--- src/rtl/kbd_pkg.sv ---
// Shared types and constants for the PS/2 scan-code decoder.
// KBD_ASCII_EN enables the scan-code to ASCII table lookup.
package kbd_pkg;

  typedef enum logic [1:0] {
    IDLE,
    POP,
    DECODE
  } kbd_state_e;

  localparam logic [7:0] KBD_BRK = 8'hF0;
  localparam logic [7:0] KBD_EXT = 8'hE0;

  typedef struct packed {
    logic [7:0] code;
    logic [7:0] ascii;
  } kbd_map_t;

  localparam int KBD_MAP_N = 39;

  localparam kbd_map_t KBD_MAP [KBD_MAP_N] = '{
    '{8'h1C, 8'h61}, '{8'h32, 8'h62}, '{8'h21, 8'h63},
    '{8'h23, 8'h64}, '{8'h24, 8'h65}, '{8'h2B, 8'h66},
    '{8'h34, 8'h67}, '{8'h33, 8'h68}, '{8'h43, 8'h69},
    '{8'h3B, 8'h6A}, '{8'h42, 8'h6B}, '{8'h4B, 8'h6C},
    '{8'h3A, 8'h6D}, '{8'h31, 8'h6E}, '{8'h44, 8'h6F},
    '{8'h4D, 8'h70}, '{8'h15, 8'h71}, '{8'h2D, 8'h72},
    '{8'h1B, 8'h73}, '{8'h2C, 8'h74}, '{8'h3C, 8'h75},
    '{8'h2A, 8'h76}, '{8'h1D, 8'h77}, '{8'h22, 8'h78},
    '{8'h35, 8'h79}, '{8'h1A, 8'h7A},
    '{8'h45, 8'h30}, '{8'h16, 8'h31}, '{8'h1E, 8'h32},
    '{8'h26, 8'h33}, '{8'h25, 8'h34}, '{8'h2E, 8'h35},
    '{8'h36, 8'h36}, '{8'h3D, 8'h37}, '{8'h3E, 8'h38},
    '{8'h46, 8'h39},
    '{8'h29, 8'h20}, '{8'h5A, 8'h0D}, '{8'h66, 8'h08}
  };

endpackage

--- src/rtl/kbd_scan2ascii.sv ---
// Combinational scan-code (set 2) to ASCII lookup.
// Codes absent from the table map to 0x00.
module kbd_scan2ascii
  import kbd_pkg::*;
(
  input  logic [7:0] code,
  output logic [7:0] ascii
);

  // search the mapped-code table
  always_comb begin
    ascii = 8'h00;
    for (int i = 0; i < KBD_MAP_N; i++) begin
      if (KBD_MAP[i].code == code) begin
        ascii = KBD_MAP[i].ascii;
      end
    end
  end

endmodule

--- src/rtl/kbd_scancode_decoder.sv ---
// Pops bytes from a PS/2 FIFO and tracks the held key.
// KBD_ASCII_EN: define to include the ASCII lookup.
module kbd_scancode_decoder
  import kbd_pkg::*;
#(
  parameter int COUNT_W = 8
) (
  input  logic               clk,
  input  logic               rst,
  input  logic [7:0]         kbd_data,
  input  logic               kbd_ready,
  input  logic               kbd_overflow,
  output logic               kbd_nextdata_n,
  output logic [7:0]         key_code,
  output logic [7:0]         key_ascii,
  output logic               key_valid,
  output logic               key_ext,
  output logic               key_press,
  output logic [COUNT_W-1:0] key_count,
  output logic               ovf_sticky
);

  kbd_state_e state;
  kbd_state_e state_nxt;

  logic [7:0] byte_q;
  logic [7:0] ascii_lk;
  logic       brk_pend;
  logic       ext_pend;

  logic is_dec;
  logic is_brk;
  logic is_ext;
  logic is_key;
  logic same;
  logic is_rel;
  logic is_rep;
  logic is_make;

  // state register
  always_ff @(posedge clk) begin
    if (rst) state <= IDLE;
    else     state <= state_nxt;
  end

  // next state and pop strobe
  always_comb begin
    state_nxt      = state;
    kbd_nextdata_n = 1'b1;
    unique case (state)
      IDLE:    if (kbd_ready) state_nxt = POP;
      POP: begin
        state_nxt      = DECODE;
        kbd_nextdata_n = 1'b0;
      end
      DECODE:  state_nxt = IDLE;
      default: state_nxt = IDLE;
    endcase
  end

  // capture the head byte while popping it
  always_ff @(posedge clk) begin
    if (rst)               byte_q <= 8'h00;
    else if (state == POP) byte_q <= kbd_data;
  end

`ifdef KBD_ASCII_EN
  kbd_scan2ascii u_s2a (
    .code  (byte_q),
    .ascii (ascii_lk)
  );
`else
  assign ascii_lk = 8'h00;
`endif

  assign is_dec  = (state == DECODE);
  assign is_brk  = is_dec && (byte_q == KBD_BRK);
  assign is_ext  = is_dec && (byte_q == KBD_EXT);
  assign is_key  = is_dec && !is_brk && !is_ext;
  assign same    = key_valid && (byte_q == key_code);
  assign is_rel  = is_key && brk_pend;
  assign is_rep  = is_key && !brk_pend && same;
  assign is_make = is_key && !brk_pend && !same;

  // key tracking, prefixes, counter and overflow flag
  always_ff @(posedge clk) begin
    if (rst) begin
      key_code   <= 8'h00;
      key_ascii  <= 8'h00;
      key_valid  <= 1'b0;
      key_ext    <= 1'b0;
      key_press  <= 1'b0;
      key_count  <= '0;
      ovf_sticky <= 1'b0;
      brk_pend   <= 1'b0;
      ext_pend   <= 1'b0;
    end else begin
      key_press  <= 1'b0;
      ovf_sticky <= ovf_sticky | kbd_overflow;
      unique case (1'b1)
        is_brk: brk_pend <= 1'b1;
        is_ext: ext_pend <= 1'b1;
        is_rel: begin
          if (same) key_valid <= 1'b0;
          brk_pend <= 1'b0;
          ext_pend <= 1'b0;
        end
        is_rep: ext_pend <= 1'b0;
        is_make: begin
          key_code  <= byte_q;
          key_ascii <= ext_pend ? 8'h00 : ascii_lk;
          key_ext   <= ext_pend;
          key_valid <= 1'b1;
          key_press <= 1'b1;
          key_count <= key_count + COUNT_W'(1);
          ext_pend  <= 1'b0;
        end
        default: ;
      endcase
    end
  end

endmodule

--- config.mk ---
export PLATFORM = sky130hd
export DESIGN_NAME = kbd_scancode_decoder
export DESIGN_NICKNAME = d
export VERILOG_FILES = /design/src/rtl/kbd_pkg.sv /design/src/rtl/kbd_scan2ascii.sv /design/src/rtl/kbd_scancode_decoder.sv
export SDC_FILE = /design/constraint.sdc
export NUM_CORES = 1
export LEC_CHECK = 0
export ABC_CLOCK_PERIOD_IN_PS = 2200
export CAP_MARGIN = 20
export CORE_MARGIN = 3
export CORE_UTILIZATION = 38
export CTS_CLUSTER_DIAMETER = 30
export DETAILED_ROUTE_END_ITERATION = 6
export HOLD_SLACK_MARGIN = 0.02
export PLACE_DENSITY = 0.66
export SYNTH_ARGS = -nofsm -noshare
export SYNTH_HDL_FRONTEND = slang
export SYNTH_HIERARCHICAL = 1
export SYNTH_SLANG_ARGS = --single-unit
export TNS_END_PERCENT = 5
--- constraint.sdc ---
create_clock -name clk -period 2.2 [get_ports clk]
set_clock_uncertainty 0.15 [all_clocks]
set_input_delay 0.33 -clock clk [delete_from_list [all_inputs] [get_ports clk]]
set_output_delay 0.33 -clock clk [all_outputs]
set_load 0.01 [all_outputs]
# Yosys cells after proc, flatten, opt, wreduce, memory -nomap -nowiden
# Index checks and enable logic that the tools add are counted.
# word_totals
in_bits	12
output_inout_bits	29
register_bits	32
word_cells	46
# op_classes
n_reduce_logical	19
bitwise	1
n_eq_ne	7
add_sub_neg	1
mux	8
# ops
operator	count
8-bit == test, second input constant	2
1-bit logical AND	9
8-bit by 1-bit adder with 8-bit output, second input constant	1
8-bit == test	1
1-bit one-hot mux with 2 select lines	3
2-bit nonzero test	3
1-bit zero test	4
2-bit inequality test, second input constant	2
2-bit one-hot mux with 2 select lines	1
1-bit 2-to-1 mux	3
3-bit OR reduction	1
2-bit by 1-bit == test with 1-bit output, second input constant	1
2-bit == test, second input constant	1
2-bit zero test	1
2-bit 2-to-1 mux	1
2-bit AND reduction	1
1-bit bitwise OR	1

# Logic depth before layout (Yosys ltp)
# depth
depth_word	9
depth_mapped	6
ltp_nobuf	5

# Worst setup path after synthesis
# OpenSTA, ideal clock, no wires.
# synth_path
path_type	register to register
start	register byte_q[2]
end	register key_code[2]
n_path_buf	1
t_required_ns	1.922
period_less_slack_ns	1.774
arrival_time_ns	1.496
slack_ns	0.426
setup_time_ns	0.128
stages_incl_launch_ff	7
cell_sequence	dfxtp_1 xnor2_1 nand4_1 o31ai_2 buf_6 mux2i_1 nor2_1
# synth_between
elab_chain_len	7
elab_cells_between_ends	13
cone_classes	eq/ne (3); reduce/logical (10)
# synth_lines
element	line_no	source
start, declared	kbd_scancode_decoder.sv:26	logic [7:0] byte_q;
start signal, assigned	kbd_scancode_decoder.sv:64	else if (state == POP) byte_q <= kbd_data;
8-bit == test	kbd_scancode_decoder.sv:77	assign is_brk = is_dec && (byte_q == KBD_BRK);
1-bit logical AND	kbd_scancode_decoder.sv:77	
1-bit zero test	kbd_scancode_decoder.sv:79	assign is_key = is_dec && !is_brk && !is_ext;
1-bit logical AND (2 in series)	kbd_scancode_decoder.sv:79	
1-bit logical AND (2 in series)	kbd_scancode_decoder.sv:83	assign is_make = is_key && !brk_pend && !same;
end signal, assigned	kbd_scancode_decoder.sv:110	key_code <= byte_q;
end, declared	kbd_scancode_decoder.sv:14	output logic [7:0] key_code,
# Several ways; a longest one is shown, not always the timed one.
# A chain may end at the register's enable or synchronous reset.

# Worst setup path after layout
# layout_path
start	register state[0]
end	output port kbd_nextdata_n
# layout_between
elab_chain_len	2
# layout_lines
element	line_no	source
start, declared	kbd_scancode_decoder.sv:23	kbd_state_e state;
start signal, assigned	kbd_scancode_decoder.sv:43	else state <= state_nxt;
2-bit by 1-bit == test with 1-bit output	kbd_scancode_decoder.sv:50	unique case (state)
1-bit 2-to-1 mux	kbd_scancode_decoder.sv:50	
end, declared	kbd_scancode_decoder.sv:13	output logic kbd_nextdata_n,
# No other way between the ends.

==> run_results.csv <==
group,metric,value,unit
placement,pre_cts_ws,325,ps
grt,first_global_vias,1132,
clock_network,cts_resized,0,
drt,wl_per_cell,12.7,um
floorplan,coreArea,3470,um2
sta,finalMaxSlewViolations,0,
sta,fmax,512,MHz
synthesis,synth-simple-area-share,20.6,%
pwr,total_power,1.12,mW
clock_network,ctsHoldBuffers,0,
worst_setup_path,reg2reg_depth,6,
synthesis,yosysWarnings,6,
worst_setup_path,cp_num_buf_inv,3,
sta,fin_setup_tns,0,ps
worst_setup_path,crit_path_start,"state[0]",
worst_setup_path,slowest_stage,"clkdlybuf4s50_1",
sta,layout_setup_ws,246,ps
worst_setup_path,worstPathMaxFanout,3,
clock_network,clk_pin_slew,60,ps
clock_network,clock_latency,280,ps
placement,dp.cells,235,
clock_network,clockRootBuffer,"clkbuf_8",
cells_and_area,final_cells,240,
clock_network,post_cts_buffers,0,
drt,num_vias,1181,
floorplan,initial_core_util,40.9,%
drt,ant_nets,0,
pwr,p_int,0.855,mW
synthesis,synth_xor_area_share,5.55,%
placement,dp_hpwl,2310,um
clock_network,clockBufferDepth,2,
synthesis,syn-cell-area,1420,um2
synthesis,ys_seq_elements,32,
cells_and_area,fillCellCount,357,
worst_setup_path,path_depth,4,
cells_and_area,final_area,1850,um2
clock_network,clock_sinks,32,
floorplan,num_io_pins,41,
worst_setup_path,endpoint,"kbd_nextdata_n",
pwr,power_frac_seq,54.5,%
sta,hold_slack,307,ps
synthesis,synth_fa_ha_area_share,0.881,%
pwr,p_leak,0.708,nW
clock_network,cts_tree,"done",
pwr,p_comb_share,10.5,%
worst_setup_path,rr_startpoint,"byte_q[6]",
sta,finalHoldViolations,0,
flow_run,maxCapViolations,0,
pwr,power.density,605,nW/um2
worst_setup_path,path_cells,"inv_1 -> nor2_1 -> clkinv_1 -> clkdlybuf4s50_1",
drt,vias_per_cell,4.92,
grt,antenna_found_initial,0,
placement,routabilityCongestion,0.799,
grt,grt_pass1_wl,4980,um
synthesis,synth_area_per_cell,9.10,um2
grt,grt_overflow_total,0,
synthesis,synth.distinct_cells,36,
worst_setup_path,slowest_delay,490,ps
drt,first_pass_iters,4,
worst_setup_path,crit_family,"buffers and inverters",
drt,drtIter0Drc,29,
pwr,p_sw_share,23.8,%
synthesis,synth_compound_area_share,13.3,%
floorplan,die_w,67.1,um
worst_setup_path,cp_data_arrival_time,1470,ps
worst_setup_path,critPathLaunchType,"register",
sta,rsz0062_at_grt,"false",
cells_and_area,n_antenna_cell,0,
pwr,pwr-share-clk,35.0,%
min_path,worstHoldPathType,"reg2reg",
floorplan,rows,21,
floorplan,die_h,67.1,um
synthesis,synth_mux_area_share,7.05,%
worst_setup_path,cp-end-kind,"output pin",
grt,grt_usage,14.8,%
grt,grt_max_degree,33,
floorplan,die_area,4510,um2
clock_network,cts_made_buffers,5,
sta,fin_crit_sh,88.8,%
cells_and_area,nets,209,
placement,portBuffers,32,
pwr,p_sw,0.267,mW
synthesis,syn_inst,156,
synthesis,synth_top_family_by_area,"simple AND/OR/NAND/NOR gates",
worst_setup_path,crit_required,1720,ps
status,status,"complete, no violations",
cells_and_area,drive_above_1_share,8.76,%
worst_setup_path,reg2reg_to,"key_code[5]",
worst_setup_path,worstSetupPathType,"reg2out",
placement,dpl_cell_area,1790,um2
drt,drcViolationCount,0,
sta,setup_viol,0,
drt,totalWireLength,3050,um
cells_and_area,syn_to_final_growth,30.6,%
clock_network,htreeDepth,2,
worst_setup_path,r2r_slack,320,ps
pwr,peakVddDrop,0.000405,V
cells_and_area,finalCoreUtilization,53.5,%
sta,min_period,1950,ps
synthesis,ys_seq_area_share,45.1,%
power by group through the flow:
stage               clock network (mW)  logic [mW]  registers (mW)
finish                           0.393       0.118           0.611
global route                     0.420       0.130           0.613
CTS                              0.399       0.119           0.611
detailed placement                   0       0.118           0.624
global placement                     0       0.116           0.623
floorplan                            0      0.0773           0.622
kinds of logic (layout without fill, tap and decap cells):
family | Yosys count | count (layout)
multiplexers | 10 | 10
AO/OA/AOI/OAI | 28 | 28
other | 1 | 8
adder cells (fa/ha/maj) | 1 | 1
buffers and inverters | 17 | 48
AND/OR/NAND/NOR | 58 | 58
flip-flops | 32 | 32
XOR/XNOR | 9 | 9
layout by cell type, fill, tap and decap left out, drive strengths merged, types with 6 or more instances in the layout:
cell,synthesis,final
conb,1,8
clkdlybuf4s50,0,32
nor2,19,19
buf,10,6
mux2i,10,10
xnor2,8,8
dfxtp,32,32
nand2,19,19
a21oi,15,15
state kept, by name, indices dropped and copies added, names as in the netlist:
| register | flops |
|---|---|
| key_press | 1 |
| state | 2 |
| ext_pend | 1 |
| key_valid | 1 |
| key_count | 8 |
| byte_q | 8 |
| ovf_sticky | 1 |
| key_ext | 1 |
| key_code | 8 |
| brk_pend | 1 |
per-layer routing:
metal  track usage [%]  wire length [um]
met5                 0                 0
met4              6.84                46
met3              3.99               156
met2              25.5              1490
met1              17.0              1370
cells in the mapped netlist:
library cell | count | share of area (%)
o21ai_0 | 5 | 1.8
nor3_1 | 2 | 0.70
nor4bb_4 | 1 | 1.8
or3_2 | 1 | 0.53
nand3_2 | 1 | 0.70
and3_1 | 1 | 0.44
conb_1 | 1 | 0.26
o41ai_1 | 1 | 0.62
nand3_1 | 2 | 0.70
buf_4 | 8 | 4.2
clkinv_1 | 1 | 0.26
xnor2_1 | 8 | 4.9
inv_1 | 4 | 1.1
nand4_1 | 1 | 0.44
xor2_1 | 1 | 0.62
nand2_1 | 19 | 5.0
a311oi_1 | 1 | 0.62
and3b_1 | 1 | 0.62
nor4b_1 | 1 | 0.62
buf_2 | 1 | 0.35
mux2i_1 | 10 | 7.0
nor2_1 | 19 | 5.0
nand2b_1 | 3 | 1.3
dfxtp_1 | 32 | 45
o31ai_1 | 2 | 1.1
a31oi_4 | 1 | 1.5
ha_1 | 1 | 0.88
or4_1 | 1 | 0.53
a31oi_1 | 1 | 0.44
a21oi_1 | 15 | 5.3
o311ai_2 | 1 | 1.1
o31ai_2 | 1 | 0.88
clkbuf_1 | 2 | 0.53
buf_6 | 1 | 0.79
or3_1 | 4 | 1.8
nor2b_1 | 1 | 0.44
final cells by class:
| type | count | area, um2 | area share (%) |
|---|---|---|---|
| clock buffer | 5 | 68.8 | 3.71 |
| inverter | 5 | 18.8 | 1.01 |
| multi-input combinational | 114 | 703 | 37.9 |
| sequential | 32 | 641 | 34.5 |
| tap | 46 | 57.6 | 3.10 |
| timing repair buffer | 38 | 365 | 19.7 |
worst min-delay path by stage:
stage	start	endpoint	slack [ps]	cells after the start
detailed placement	state[0]	state[0]	310	1
global placement	ovf_sticky	ovf_sticky	300	2
CTS	state[0]	state[0]	320	1
floorplan	rst	state[0]	260	1
finish	state[0]	state[0]	310	1
global route	state[0]	state[0]	350	1
No activity file was read; power rests on OpenSTA's default activity.
